==> config.mk <==
export PLATFORM = sky130hd
export DESIGN_NAME = ws2812b_rx
export DESIGN_NICKNAME = d
export VERILOG_FILES = /design/src/rtl/ws2812b_pkg.sv /design/src/rtl/ws2812b_rx_sync.sv /design/src/rtl/ws2812b_rx.sv
export SDC_FILE = /design/constraint.sdc
export NUM_CORES = 1
export LEC_CHECK = 0
export CAP_MARGIN = 40
export CELL_PAD_IN_SITES_DETAIL_PLACEMENT = 1
export CELL_PAD_IN_SITES_GLOBAL_PLACEMENT = 2
export CORE_MARGIN = 2
export CORE_UTILIZATION = 41
export CTS_CLUSTER_DIAMETER = 60
export DETAILED_ROUTE_END_ITERATION = 7
export DONT_BUFFER_PORTS = 1
export HOLD_SLACK_MARGIN = 0.1
export PLACE_DENSITY_LB_ADDON = 0.15
export REMOVE_ABC_BUFFERS = 1
export SYNTH_ARGS = -nofsm -noshare
export SYNTH_HDL_FRONTEND = slang
export SYNTH_SLANG_ARGS = --single-unit
==> constraint.sdc <==
create_clock -name clk -period 5.15 [get_ports clk]
set_clock_uncertainty 0.1 [all_clocks]
set_input_delay 0.2575 -clock clk [delete_from_list [all_inputs] [get_ports clk]]
set_output_delay 0.2575 -clock clk [all_outputs]
set_load 0.02 [all_outputs]
==> src/rtl/ws2812b_pkg.sv <==
`default_nettype none
// +----------------------------------------------------------------------------+
// | Module   : ws2812b_pkg                                                      |
// | Purpose  : Shared definitions for the WS2812B receiver: decoder state       |
// |            encoding, default line-timing constants (in clk cycles at        |
// |            64 MHz) and a saturating counter helper.                         |
// | Ports    : none (package)                                                  |
// | Revision : 1.0 - initial release                                           |
// +----------------------------------------------------------------------------+
package ws2812b_pkg;

    // Default line timing at 64 MHz: T0H ~26 cycles, T1H ~51 cycles.
    localparam int unsigned c_BIT_THRESH   = 38;
    localparam int unsigned c_MAX_HIGH     = 96;
    localparam int unsigned c_RESET_CYCLES = 3200;

    typedef enum logic [1:0] {
        ST_SYNC = 2'd0,
        ST_IDLE = 2'd1,
        ST_HIGH = 2'd2,
        ST_LOW  = 2'd3
    } rx_state_t;

    // 12-bit increment that sticks at all-ones instead of wrapping.
    function automatic logic [11:0] sat_inc12(input logic [11:0] value);
        return (value == 12'hFFF) ? value : value + 12'd1;
    endfunction

endpackage
`default_nettype wire

==> src/rtl/ws2812b_rx_sync.sv <==
`default_nettype none
// +----------------------------------------------------------------------------+
// | Module   : ws2812b_rx_sync                                                  |
// | Purpose  : Two-flop synchronizer for the asynchronous WS2812B line plus      |
// |            single-cycle rise/fall strobes on the synchronized signal.       |
// | Ports    : clk     - clock                                                  |
// |            reset   - synchronous active-high reset                          |
// |            i_din   - raw asynchronous serial line                           |
// |            o_din_s - synchronized line                                      |
// |            o_rise  - high in the first cycle o_din_s is 1 after being 0     |
// |            o_fall  - high in the first cycle o_din_s is 0 after being 1     |
// | Revision : 1.0 - initial release                                           |
// +----------------------------------------------------------------------------+
module ws2812b_rx_sync (
    input  logic clk,
    input  logic reset,
    input  logic i_din,
    output logic o_din_s,
    output logic o_rise,
    output logic o_fall
);

    logic r_meta;
    logic r_sync;
    logic r_prev;

    always_ff @(posedge clk) begin
        if (reset) begin
            r_meta <= 1'b0;
            r_sync <= 1'b0;
            r_prev <= 1'b0;
        end else begin
            r_meta <= i_din;
            r_sync <= r_meta;
            r_prev <= r_sync;
        end
    end

    assign o_din_s = r_sync;
    assign o_rise  = r_sync & ~r_prev;
    assign o_fall  = ~r_sync & r_prev;

endmodule
`default_nettype wire

==> src/rtl/ws2812b_rx.sv <==
`default_nettype none
// +----------------------------------------------------------------------------+
// | Module   : ws2812b_rx                                                       |
// | Purpose  : WS2812B single-wire receiver. Measures each high pulse on the    |
// |            synchronized line, decodes 24-bit GRB words MSB first, detects   |
// |            the reset/latch gap and flags malformed traffic.                 |
// | Ports    : clk         - clock, all logic on the rising edge                |
// |            reset       - synchronous active-high reset                      |
// |            din         - asynchronous serial input                          |
// |            data_out    - last received pixel {G,R,B}                        |
// |            valid       - 1-cycle pulse, data_out updated                    |
// |            latch       - 1-cycle pulse, reset gap detected                  |
// |            error       - 1-cycle pulse, overlong high or partial word       |
// |            pixel_count - words since last latch, saturating at 255          |
// |            dout        - forwarded line to the next device                  |
// | Config   : WS2812B_RX_FORWARD_EN - when defined, dout carries the           |
// |            synchronized line once the first pixel has been consumed;        |
// |            otherwise dout is tied low.                                      |
// | Revision : 1.0 - initial release                                           |
// +----------------------------------------------------------------------------+
module ws2812b_rx
    import ws2812b_pkg::*;
#(
    parameter int unsigned BIT_THRESH   = c_BIT_THRESH,
    parameter int unsigned MAX_HIGH     = c_MAX_HIGH,
    parameter int unsigned RESET_CYCLES = c_RESET_CYCLES
) (
    input  logic        clk,
    input  logic        reset,
    input  logic        din,
    output logic [23:0] data_out,
    output logic        valid,
    output logic        latch,
    output logic        error,
    output logic [7:0]  pixel_count,
    output logic        dout
);

    localparam logic [11:0] c_THRESH = BIT_THRESH[11:0];
    localparam logic [11:0] c_MAXH   = MAX_HIGH[11:0];
    localparam logic [11:0] c_GAP    = RESET_CYCLES[11:0];

    logic        w_din_s;
    logic        w_rise;
    logic        w_fall;

    rx_state_t   r_state,    w_state_nxt;
    logic [11:0] r_high_cnt, w_high_nxt;
    logic [11:0] r_low_cnt,  w_low_nxt;
    logic [4:0]  r_bit_cnt,  w_bit_nxt;
    logic [22:0] r_shift,    w_shift_nxt;
    logic [23:0] r_data,     w_data_nxt;
    logic [7:0]  r_pix,      w_pix_nxt;
    logic        r_valid,    w_valid_nxt;
    logic        r_latch,    w_latch_nxt;
    logic        r_error,    w_error_nxt;

    logic [11:0] w_low_inc;
    logic [11:0] w_high_inc;
    logic        w_bit;

    ws2812b_rx_sync u_sync (
        .clk     (clk),
        .reset   (reset),
        .i_din   (din),
        .o_din_s (w_din_s),
        .o_rise  (w_rise),
        .o_fall  (w_fall)
    );

    always_ff @(posedge clk) begin
        if (reset) begin
            r_state    <= ST_SYNC;
            r_high_cnt <= 12'd0;
            r_low_cnt  <= 12'd0;
            r_bit_cnt  <= 5'd0;
            r_shift    <= 23'd0;
            r_data     <= 24'd0;
            r_pix      <= 8'd0;
            r_valid    <= 1'b0;
            r_latch    <= 1'b0;
            r_error    <= 1'b0;
        end else begin
            r_state    <= w_state_nxt;
            r_high_cnt <= w_high_nxt;
            r_low_cnt  <= w_low_nxt;
            r_bit_cnt  <= w_bit_nxt;
            r_shift    <= w_shift_nxt;
            r_data     <= w_data_nxt;
            r_pix      <= w_pix_nxt;
            r_valid    <= w_valid_nxt;
            r_latch    <= w_latch_nxt;
            r_error    <= w_error_nxt;
        end
    end

    always_comb begin
        w_state_nxt = r_state;
        w_high_nxt  = r_high_cnt;
        w_low_nxt   = r_low_cnt;
        w_bit_nxt   = r_bit_cnt;
        w_shift_nxt = r_shift;
        w_data_nxt  = r_data;
        w_pix_nxt   = r_pix;
        w_valid_nxt = 1'b0;
        w_latch_nxt = 1'b0;
        w_error_nxt = 1'b0;

        w_low_inc   = sat_inc12(r_low_cnt);
        w_high_inc  = sat_inc12(r_high_cnt);
        // r_high_cnt equals the full high time in the fall cycle.
        w_bit       = (r_high_cnt >= c_THRESH);

        case (r_state)
            // Wait for a clean reset gap before trusting any bit boundary.
            ST_SYNC: begin
                if (w_din_s) begin
                    w_low_nxt = 12'd0;
                end else if (w_low_inc >= c_GAP) begin
                    w_low_nxt   = 12'd0;
                    w_state_nxt = ST_IDLE;
                end else begin
                    w_low_nxt = w_low_inc;
                end
            end

            ST_IDLE: begin
                if (w_rise) begin
                    w_high_nxt  = 12'd1;
                    w_state_nxt = ST_HIGH;
                end
            end

            ST_HIGH: begin
                if (w_fall) begin
                    // The fall cycle is already the first low cycle.
                    w_low_nxt   = 12'd1;
                    w_state_nxt = ST_LOW;
                    if (r_bit_cnt == 5'd23) begin
                        w_data_nxt  = {r_shift, w_bit};
                        w_valid_nxt = 1'b1;
                        w_bit_nxt   = 5'd0;
                        w_pix_nxt   = (r_pix == 8'hFF) ? r_pix : r_pix + 8'd1;
                    end else begin
                        w_shift_nxt = {r_shift[21:0], w_bit};
                        w_bit_nxt   = r_bit_cnt + 5'd1;
                    end
                end else if (r_high_cnt >= c_MAXH) begin
                    // Line is still high and this cycle pushes the pulse past MAX_HIGH.
                    w_error_nxt = 1'b1;
                    w_bit_nxt   = 5'd0;
                    w_shift_nxt = 23'd0;
                    w_low_nxt   = 12'd0;
                    w_state_nxt = ST_SYNC;
                end else begin
                    w_high_nxt = w_high_inc;
                end
            end

            ST_LOW: begin
                if (w_rise) begin
                    w_high_nxt  = 12'd1;
                    w_state_nxt = ST_HIGH;
                end else if (w_low_inc >= c_GAP) begin
                    w_latch_nxt = 1'b1;
                    w_error_nxt = (r_bit_cnt != 5'd0);
                    w_pix_nxt   = 8'd0;
                    w_bit_nxt   = 5'd0;
                    w_shift_nxt = 23'd0;
                    w_low_nxt   = 12'd0;
                    w_state_nxt = ST_IDLE;
                end else begin
                    w_low_nxt = w_low_inc;
                end
            end

            default: begin
                w_state_nxt = ST_SYNC;
            end
        endcase
    end

    assign data_out    = r_data;
    assign valid       = r_valid;
    assign latch       = r_latch;
    assign error       = r_error;
    assign pixel_count = r_pix;

`ifdef WS2812B_RX_FORWARD_EN
    // The first pixel is ours; everything after it is passed downstream.
    assign dout = (r_pix != 8'd0) ? w_din_s : 1'b0;
`else
    assign dout = 1'b0;
`endif

endmodule
`default_nettype wire

==> impl_metrics.tcl <==
set metrics [dict create \
    hp-class "input port to register" \
    die-area_um2 10300 \
    setup_violations 0 \
    grt_pass1_wl_mm 15.5 \
    cts.clk_slew.worst_paths_ps 100 \
    wl_met2_mm 4.25 \
    status "complete, no violations" \
    overflow 0 \
    die-height_um 102 \
    cp_max_fo 9 \
    rsz0062_at_grt "false" \
    critical_path_buf_inv_count 1 \
    wl_met3_um 298 \
    antenna_found_initial 0 \
    power.leakage_nw 1.43 \
    first_global_vias 3169 \
    ys_types 54 \
    routedWlPerCell_um 15.8 \
    drt_iter0_drc 92 \
    cp.arrival_ps 2900 \
    async_flop_share 0 \
    synth_seq_area_share 0.471 \
    cp_top_family "compound AO/OA/AOI/OAI gates" \
    timing.final.crit_period_ps 2710 \
    core_area_um2 9240 \
    ir_drop_mv 0.125 \
    routed.top_layer "met4" \
    drive_gt1_frac 0.0683 \
    fin_setup_tns_ps 0 \
    grt_max_degree 65 \
    synth_edf_count 0 \
    hold_ws_ps 103 \
    htree_levels 3 \
    critical_path.startpoint "r_low_cnt[0]" \
    cts_root_buf "clkbuf_8" \
    nFillCells 1091 \
    rows 35 \
    port_buffers 0 \
    cp-start-kind "register" \
    final_max_slew_viol_count 0 \
    cp_cell_sequence "ha_1 > a2111oi_0 > o32ai_2 > a21oi_1 > buf_4 > o21ai_0 > a211oi_1" \
    synth-main-ff-cell "dfxtp_1" \
    ios 39 \
    worst_pin_slew_ps 882 \
    initial_core_util 0.423 \
    end_kind "register" \
    rr_worst_depth 7 \
    clk_path_buf_depth 2 \
    antenna_cells 0 \
    cap_violations 0 \
    gp_congestion 0.768 \
    yosys_warnings 0 \
    syn_area_per_cell_um2 8.81 \
    grt_usage 0.188 \
    reg2reg_slack_ps 2440 \
    path_depth 7 \
    fin_nets 443 \
    clock_sinks 92 \
    wl_met1_mm 4.27 \
    routed_via_density 5.56 \
    reg2reg_from "r_low_cnt[0]" \
    vias 3156 \
    synthCells 444 \
    max_freq_ghz 0.369 \
    critPathKind "register to register" \
    slowest_delay_ps 580 \
    relSlewSlack 0.411 \
    fp.dieW_um 102 \
    finalWirelength_mm 8.97 \
    cts_made_buffers 9 \
    worstPathRequired_ps 5340 \
    dr.pass1.iters 4 \
    crit_path_top_delay_cell "a2111oi_0" \
    worstSkewPairLatency_ps 370 \
    hold_viol 0 \
    powerDensity_nw_per_um2 293 \
    synth_seq_cells 92 \
    netlist_area_um2 3910 \
    syn_to_final_growth_pct 7.42 \
    postRouteAntennaNets 0 \
    min_period_over_period 0.526 \
    crit_end "r_low_cnt[2]" \
    reg2reg_to "r_low_cnt[2]" \
    cts_tree "done" \
    dp_hpwl_mm 5.75 \
    drc_errors 0 \
]
report_power, final:
group | total [mW] | switching (mW) | internal (mW)
Clock | 0.482 | 0.284 | 0.198
Sequential | 0.717 | 0.00330 | 0.714
Combinational | 0.0307 | 0.0211 | 0.00965
area by class of cell:
class	count	area (um2)	share of cell area
clock buffer	10	138	0.0327
inverter	7	26.3	0.00625
timing repair buffer	6	67.6	0.0161
multi-input combinational	318	1910	0.455
tap	129	161	0.0384
clock inverter	6	55.1	0.0131
sequential	92	1840	0.438
cell usage in the layout, fill, tap and decap left out, types with 3 or more instances in the layout:
master    count
dfxtp_1      92
nand2_1      77
a21oi_1      41
nor2_1       26
a22o_1       25
nor3_1       14
nand3_1      13
and2_1       12
o21ai_0      10
nand4_1      10
clkbuf_8     10
xor2_1        9
inv_1         7
nand2b_1      6
a31oi_1       6
a211oi_1      6
ha_1          6
and4_1        5
nor2b_1       4
nand3b_1      4
buf_4         4
and3_1        3
a41oi_1       3
o21a_1        3
worst min path at each step:
stage	startpoint	to	slack, ps	cells after the start
5_1_grt	reset	data_out[8]	140	2
3_3_place_gp	reset	data_out[5]	240	1
6_report	reset	data_out[5]	100	2
3_5_place_dp	reset	data_out[6]	240	1
4_1_cts	reset	data_out[12]	120	2
2_1_floorplan	reset	u_sync.r_prev	220	1
registers in the layout, summed over array words and instances, names as in the netlist, 2 cells and up:
register and cells:
data_out 24, pixel_count 8, r_bit_cnt 5, r_high_cnt 12, r_low_cnt 12, r_shift 23, r_state 2
cells in the mapped netlist (2+ instances only):
| library cell | n | area, um2 |
|---|---|---|
| dfxtp_1 | 92 | 1840 |
| ha_1 | 6 | 75.1 |
| clkbuf_1 | 17 | 63.8 |
| a2111oi_0 | 2 | 17.5 |
| buf_6 | 3 | 33.8 |
| o211ai_1 | 2 | 15.0 |
| nor3_1 | 15 | 75.1 |
| a311oi_1 | 2 | 17.5 |
| a41oi_1 | 3 | 26.3 |
| a21oi_1 | 41 | 205 |
| a211oi_1 | 6 | 45.0 |
| and2_1 | 12 | 75.1 |
| buf_4 | 2 | 15.0 |
| nor3b_1 | 2 | 15.0 |
| and3_1 | 3 | 18.8 |
| or3_1 | 2 | 12.5 |
| o21a_1 | 3 | 22.5 |
| and4_1 | 5 | 43.8 |
| nand4b_1 | 2 | 17.5 |
| a22o_1 | 25 | 219 |
| a31oi_1 | 6 | 37.5 |
| inv_1 | 7 | 26.3 |
| mux2i_1 | 2 | 20.0 |
| nand4_1 | 10 | 62.6 |
| xor2_1 | 9 | 78.8 |
| nand3_1 | 13 | 65.1 |
| nand2_1 | 77 | 289 |
| o21ai_0 | 10 | 50.1 |
| nand2b_1 | 6 | 37.5 |
| nand3b_1 | 4 | 30.0 |
| nor2b_1 | 4 | 25.0 |
| nor2_1 | 26 | 97.6 |
| buf_2 | 4 | 20.0 |
what timing repair did:
item | in CTS | in global routing
hold buffers | 2 | 0
buffers inserted | 0 | 0
endpoints found under the hold margin | 64 | 0
gates resized for setup | 0 | 0
layer usage:
metal / global-route usage / vias up
li1: - / 1564
met1: 0.239 / 1544
met2: 0.311 / 37
met3: 0.0414 / 11
met4: 0.0717 / 0
met5: 0 / -
cells by family (layout without fill, tap and decap cells):
family,count (synthesis),count (layout),share of synthesized area
multiplexers,2,2,0.00512
buffers and inverters,34,29,0.0416
other,1,1,0.000958
AND/OR/NAND/NOR,189,189,0.244
adder cells (fa/ha/maj),6,6,0.0192
XOR/XNOR,10,10,0.0224
AO/OA/AOI/OAI,110,110,0.196
flip-flops,92,92,0.471
stage by stage:
stage / power, mW / std cells / setup slack [ps] / utilization / instance area (um2)
after floorplan: 0.748 / 417 / 2470 / - / 3780
after global placement: 0.752 / 548 / 2370 / 0.428 / 3960
after detailed placement: 0.754 / 550 / 2450 / 0.430 / 3970
after CTS: 1.25 / 568 / 2420 / 0.455 / 4200
after global routing: 1.28 / 568 / 2180 / 0.455 / 4200
final: 1.23 / 568 / 2440 / 0.455 / 4200
(Power assumes the default switching activity.)
